## src/rtl/seg7_capture.sv

```systemverilog
// Recovers hex value and decimal point per digit from a scanned active-low seven-segment drive.
// Optional input synchronizer: define SEG7_CAPTURE_SYNC_EN.
module seg7_capture #(
  parameter int NDIG   = 4,
  parameter int STABLE = 4
) (
  input  logic              CLK,
  input  logic              nRST,
  input  logic [7:0]        nHEX,
  input  logic [NDIG-1:0]   nDIGSEL,
  output logic [4*NDIG-1:0] DOUT,
  output logic [NDIG-1:0]   DOT,
  output logic [NDIG-1:0]   VALID,
  output logic              UPD,
  output logic [2:0]        UPD_IDX,
  output logic              ERR
);

  localparam int SW = 8 + NDIG;
  localparam int CW = $clog2(STABLE + 1);
  localparam logic [CW-1:0] STABLE_C = CW'(STABLE);
  localparam logic [CW-1:0] ONE_C    = CW'(1);

  typedef enum logic [1:0] {IDLE, TRACK, HELD} state_t;

  state_t         state_q, state_d;
  logic [CW-1:0]  cnt_q, cnt_d;
  logic [SW-1:0]  smp_in, samp_q, prev_q;
  logic           legal, cap, hit;
  logic [3:0]     val;
  logic [2:0]     idx;
  logic [NDIG-1:0] sel_oh;

`ifdef SEG7_CAPTURE_SYNC_EN
  logic [SW-1:0] sync1_q, sync2_q;

  always_ff @(posedge CLK or negedge nRST) begin
    if (!nRST) begin
      sync1_q <= '1;
      sync2_q <= '1;
    end else begin
      sync1_q <= {nHEX, nDIGSEL};
      sync2_q <= sync1_q;
    end
  end

  assign smp_in = sync2_q;
`else
  assign smp_in = {nHEX, nDIGSEL};
`endif

  // prev_q is the previous sample; a run continues only while samp_q equals it
  always_ff @(posedge CLK or negedge nRST) begin
    if (!nRST) begin
      samp_q  <= '1;
      prev_q  <= '1;
      state_q <= IDLE;
      cnt_q   <= '0;
    end else begin
      samp_q  <= smp_in;
      prev_q  <= samp_q;
      state_q <= state_d;
      cnt_q   <= cnt_d;
    end
  end

  assign sel_oh = ~samp_q[NDIG-1:0];

  always_comb begin
    int n;
    n   = 0;
    idx = 3'd0;
    for (int i = 0; i < NDIG; i++) begin
      if (sel_oh[i]) begin
        n   = n + 1;
        idx = 3'(i);
      end
    end
    legal = (n == 1);
  end

  always_comb begin
    hit = 1'b1;
    val = 4'h0;
    case (samp_q[NDIG+6:NDIG])
      7'h40: val = 4'h0;
      7'h79: val = 4'h1;
      7'h24: val = 4'h2;
      7'h30: val = 4'h3;
      7'h19: val = 4'h4;
      7'h12: val = 4'h5;
      7'h02: val = 4'h6;
      7'h78: val = 4'h7;
      7'h00: val = 4'h8;
      7'h10: val = 4'h9;
      7'h08: val = 4'hA;
      7'h03: val = 4'hB;
      7'h46: val = 4'hC;
      7'h21: val = 4'hD;
      7'h06: val = 4'hE;
      7'h0E: val = 4'hF;
      default: hit = 1'b0;
    endcase
  end

  always_comb begin
    state_d = state_q;
    cnt_d   = cnt_q;
    cap     = 1'b0;
    if (!legal) begin
      state_d = IDLE;
      cnt_d   = '0;
    end else if ((samp_q != prev_q) || (state_q == IDLE)) begin
      cnt_d = ONE_C;
      if (STABLE_C == ONE_C) begin
        cap     = 1'b1;
        state_d = HELD;
      end else begin
        state_d = TRACK;
      end
    end else if (state_q == TRACK) begin
      cnt_d = cnt_q + ONE_C;
      if (cnt_d == STABLE_C) begin
        cap     = 1'b1;
        state_d = HELD;
      end
    end
  end

  always_ff @(posedge CLK or negedge nRST) begin
    if (!nRST) begin
      DOUT    <= '0;
      DOT     <= '0;
      VALID   <= '0;
      UPD     <= 1'b0;
      ERR     <= 1'b0;
      UPD_IDX <= 3'd0;
    end else begin
      UPD <= cap & hit;
      ERR <= cap & ~hit;
      if (cap) UPD_IDX <= idx;
      for (int i = 0; i < NDIG; i++) begin
        if (cap && sel_oh[i]) begin
          VALID[i] <= hit;
          if (hit) begin
            DOUT[4*i +: 4] <= val;
            DOT[i]         <= ~samp_q[NDIG+7];
          end
        end
      end
    end
  end

endmodule

```

## config.mk

```make
export PLATFORM = sky130hd
export DESIGN_NAME = seg7_capture
export DESIGN_NICKNAME = d
export VERILOG_FILES = /design/src/rtl/seg7_capture.sv
export SDC_FILE = /design/constraint.sdc
export NUM_CORES = 1
export LEC_CHECK = 0
export ABC_AREA = 1
export CAP_MARGIN = 20
export CELL_PAD_IN_SITES_DETAIL_PLACEMENT = 1
export CELL_PAD_IN_SITES_GLOBAL_PLACEMENT = 1
export CORE_MARGIN = 2
export CORE_UTILIZATION = 39
export CTS_CLUSTER_DIAMETER = 50
export DETAILED_ROUTE_END_ITERATION = 16
export PLACE_DENSITY_LB_ADDON = 0.1
export SYNTH_ARGS = -nofsm -noshare
export SYNTH_HDL_FRONTEND = slang
export SYNTH_SLANG_ARGS = --single-unit
```

## constraint.sdc

```tcl
create_clock -name CLK -period 2.95 [get_ports CLK]
set_input_delay 0.295 -clock CLK [delete_from_list [all_inputs] [get_ports CLK]]
set_output_delay 0.295 -clock CLK [all_outputs]
set_load 0.05 [all_outputs]
```

==> flow_metrics.env <==
export IMPL_synth_top_flop_cell="sky130_fd_sc_hd__dfrtp_1"
export IMPL_yosysMostFrequentCell="sky130_fd_sc_hd__nand2_1"
export IMPL_grtUsageMet3_pct=5.37
export IMPL_crit_path_end_kind="register"
export IMPL_synthToLayoutAreaGrowth_pct=29.0
export IMPL_groute_usage_overall_pct=20.3
export IMPL_grt_setup_unrepaired="false"
export IMPL_worst_clock_skew_on_the_final_layout_ps=11.3
export IMPL_cts_sinks=57
export IMPL_timing_setup_tns_ps=0
export IMPL_crit_fanout=7
export IMPL_grt_first_pass_wirelength_um=11800
export IMPL_setup_viol_count_final=0
export IMPL_die_w_um=87.9
export IMPL_totalPowerFinal_w=0.00168
export IMPL_chain_of_cells_forming_the_critical_path="inv_2 > ha_1 > inv_1 > nand2_1 > nand2_1 > inv_1 > ha_1 > nor2_1 > nand2_1 > o21ai_1 > nand2_2 > nor3_4 > nand3_2 > nand2_1 > nand2_1"
export IMPL_nNetsFinal=421
export IMPL_grt_max_degree=27
export IMPL_die_h_um=87.9
export IMPL_grt_pass1_vias=2468
export IMPL_postLayoutCellArea_um2=3540
export IMPL_run_status="finished clean"
export IMPL_num_antenna_cells=0
export IMPL_critical_path_class="reg2reg"
export IMPL_synth_top_cells_by_count="sky130_fd_sc_hd__nand2_1 (139), sky130_fd_sc_hd__nor2_1 (36), sky130_fd_sc_hd__dfrtp_1 (33), sky130_fd_sc_hd__inv_1 (32), sky130_fd_sc_hd__dfstp_2 (24)"
export IMPL_h_tree_levels=3
export IMPL_dp_hpwl_um=5410
export IMPL_ys_warnings_count=0
export IMPL_finalWeightedCongestion=0.848
export IMPL_synth_seq_cells=57
export IMPL_routed_via_density=4.70
export IMPL_whs_ps=359
export IMPL_hold_path_cell_count=1
export IMPL_detail_route_first_pass_iterations=4
export IMPL_cp_data_required_time_ps=3170
export IMPL_final_hold_viol_count=0
export IMPL_worst_r2r_path_depth=15
export IMPL_design_portCount=43
export IMPL_critical_path_most_common_cell="sky130_fd_sc_hd__nand2_1"
export IMPL_final_fill_count=854
export IMPL_coreArea_um2=6790
export IMPL_netlist_area_leader_share_pct=30.1
export IMPL_seq_area_frac_synth_pct=53.1
export IMPL_drt_wirelength_per_cell_um=14.0
export IMPL_vias=2365
export IMPL_rows=30
export IMPL_total_routed_wirelength_um=7040
export IMPL_critical_path_startpoint_type="register"
export IMPL_asr_flop_ratio_synth_pct=100
export IMPL_holdCritPathClass="in2reg"
export IMPL_tritoncts_num_buffers=9
export IMPL_root_buffer="sky130_fd_sc_hd__clkbuf_8"
export IMPL_start_util_pct=40.4
export IMPL_slew_viol_final=0
export IMPL_synth_avg_cell_area_um2=8.03
export IMPL_achievable_frequency_ghz=0.374
export IMPL_global_route_peak_usage_layer="met2"
export IMPL_layout_drive_gt1_share_pct=17.9
export IMPL_worstPathArrival_ps=2890
export IMPL_irDropWorstVdd_uv=308
export IMPL_power_per_cell_area_nw_per_um2=474
export IMPL_use_met2_pct=35.3
export IMPL_yosys_area_top_type="sky130_fd_sc_hd__dfrtp_1"
export IMPL_max_slew_margin_rel_pct=61.7
export IMPL_clkLatencyLatePin_ps=340
export IMPL_first_iter_violations=33
export IMPL_global_route_overflow_total=0
export IMPL_static_leakage_nw=1.84
export IMPL_synth_edf_count=0
export IMPL_cp_slowest_stage_delay_ps=550
export IMPL_biggest_area_contributors_in_the_synthesized_netlist="sky130_fd_sc_hd__dfrtp_1 (30%), sky130_fd_sc_hd__dfstp_2 (23%), sky130_fd_sc_hd__nand2_1 (19%)"
export IMPL_route_detailed_drc=0
export IMPL_crit_slowest_cell="sky130_fd_sc_hd__dfstp_2"
export IMPL_dpl_cell_area_um2=3280
export IMPL_place_port_buffers=41
export IMPL_final_worst_path_period_share_pct=90.5
export IMPL_ctsLongestPathBuffers=2
export IMPL_antenna_found_initial=0
export IMPL_drt_antenna_violating_nets=0
export IMPL_gr_usage_met1_pct=25.1
export IMPL_worst_margin_slew_ps=574
export IMPL_die_area_um2=7730
export IMPL_syn_cell_area_um2=2750
export IMPL_clk_pin_slew_worst_paths_ps=70
export IMPL_synthDistinctLibCells=29
export IMPL_tritoncts="done"
export IMPL_cap_viol_max_count=0
export IMPL_syn_nets=361
export IMPL_timing_final_crit_period_ps=2670
export IMPL_postSynthCellCount=342
through the flow:
step | setup slack, ps | util [%] | std cells
2_1_floorplan | 513 | - | 342
3_5_place_dp | 59.6 | 48.3 | 481
4_1_cts | 8.48 | 51.4 | 498
6_report | 279 | 52.1 | 503
5_1_grt | 21.0 | 52.1 | 503
3_3_place_gp | 131 | 48.3 | 481
layout make-up:
type | instances | area, µm² | share of cell area, %
sequential | 57 | 1460 | 41.1
multi-input combinational | 242 | 1130 | 31.9
timing repair buffer | 51 | 487 | 13.7
clock buffer | 12 | 166 | 4.70
inverter | 41 | 154 | 4.35
tap | 96 | 120 | 3.39
clock inverter | 4 | 26.3 | 0.742
routing by layer:
| metal | part of all wire, % | vias to the layer above |
|---|---|---|
| met2 | 51 | 34 |
| li1 | - | 1183 |
| met5 | 0 | - |
| met1 | 45 | 1142 |
| met3 | 2.9 | 6 |
| met4 | 1.0 | 0 |
worst paths after layout:
check / startpoint / to / slack (ps)
setup / recovery: samp_q[0]$_DFF_PN1_ / DOT[1]$_DFFE_PN0P_ / 280
hold / removal: nHEX[5] / samp_q[9]$_DFF_PN1_ / 360
setup reg to reg: samp_q[0]$_DFF_PN1_ / DOT[1]$_DFFE_PN0P_ / 280
hold reg to reg: samp_q[11]$_DFF_PN1_ / prev_q[11]$_DFF_PN1_ / 380
max in group asynchronous: nRST / prev_q[0]$_DFF_PN1_ / 1760
min in group asynchronous: nRST / state_q[0]$_DFFE_PN0P_ / 490
cells by family (layout without fill, tap and decap cells):
| group | Yosys count | count (layout) | synth area share (%) |
|---|---|---|---|
| other | 1 | 1 | 0.137 |
| AOI/OAI and AO/OA | 14 | 14 | 3.01 |
| adders and majority gates | 5 | 5 | 2.28 |
| buffers and inverters | 43 | 108 | 6.29 |
| and+or+nand+nor | 220 | 220 | 34.6 |
| DFF | 57 | 57 | 53.1 |
| xor gates and xnor gates | 2 | 2 | 0.638 |
worst max-delay path, delay by kind of cell, from the launching register on:
family / cells / cell delay (ps)
compound gates: 1 / 90
fa+ha+maj: 2 / 610
buf+inv: 3 / 180
flops: 1 / 550
simple gates: 9 / 1130
layout by cell type, fill, tap and decap left out, types with 6 or more instances in the layout:
cell type                         instances
sky130_fd_sc_hd__buf_4                    8
sky130_fd_sc_hd__clkbuf_8                10
sky130_fd_sc_hd__clkdlybuf4s50_1         40
sky130_fd_sc_hd__dfrtp_1                 33
sky130_fd_sc_hd__dfstp_2                 24
sky130_fd_sc_hd__inv_1                   32
sky130_fd_sc_hd__inv_2                    9
sky130_fd_sc_hd__nand2_1                139
sky130_fd_sc_hd__nand3_1                 20
sky130_fd_sc_hd__nand4_1                  6
sky130_fd_sc_hd__nor2_1                  36
state kept, by name, summed over array words and instances, names as in the netlist:
register and cells:
samp_q 12, VALID 4, UPD_IDX 2, UPD 1
prev_q 12, state_q 2, DOT 4, DOUT 16
cnt_q 3, ERR 1
report_power, final:
group          internal [W]  switching, W  total, W
logic             0.0000536     0.0000985  0.000152
registers          0.000816     0.0000221  0.000838
clock network      0.000377      0.000312  0.000689
total               0.00125      0.000432   0.00168
timing repair:
action                                  in CTS  in global routing
endpoints found under the setup margin       1                 23
gates resized for setup                      1                  3
hold buffers                                 1                  0
setup buffers                                0                  5
endpoints found under the hold margin        6                  0
pin swaps                                    0                  2
No activity file was read; power rests on OpenSTA's default activity.
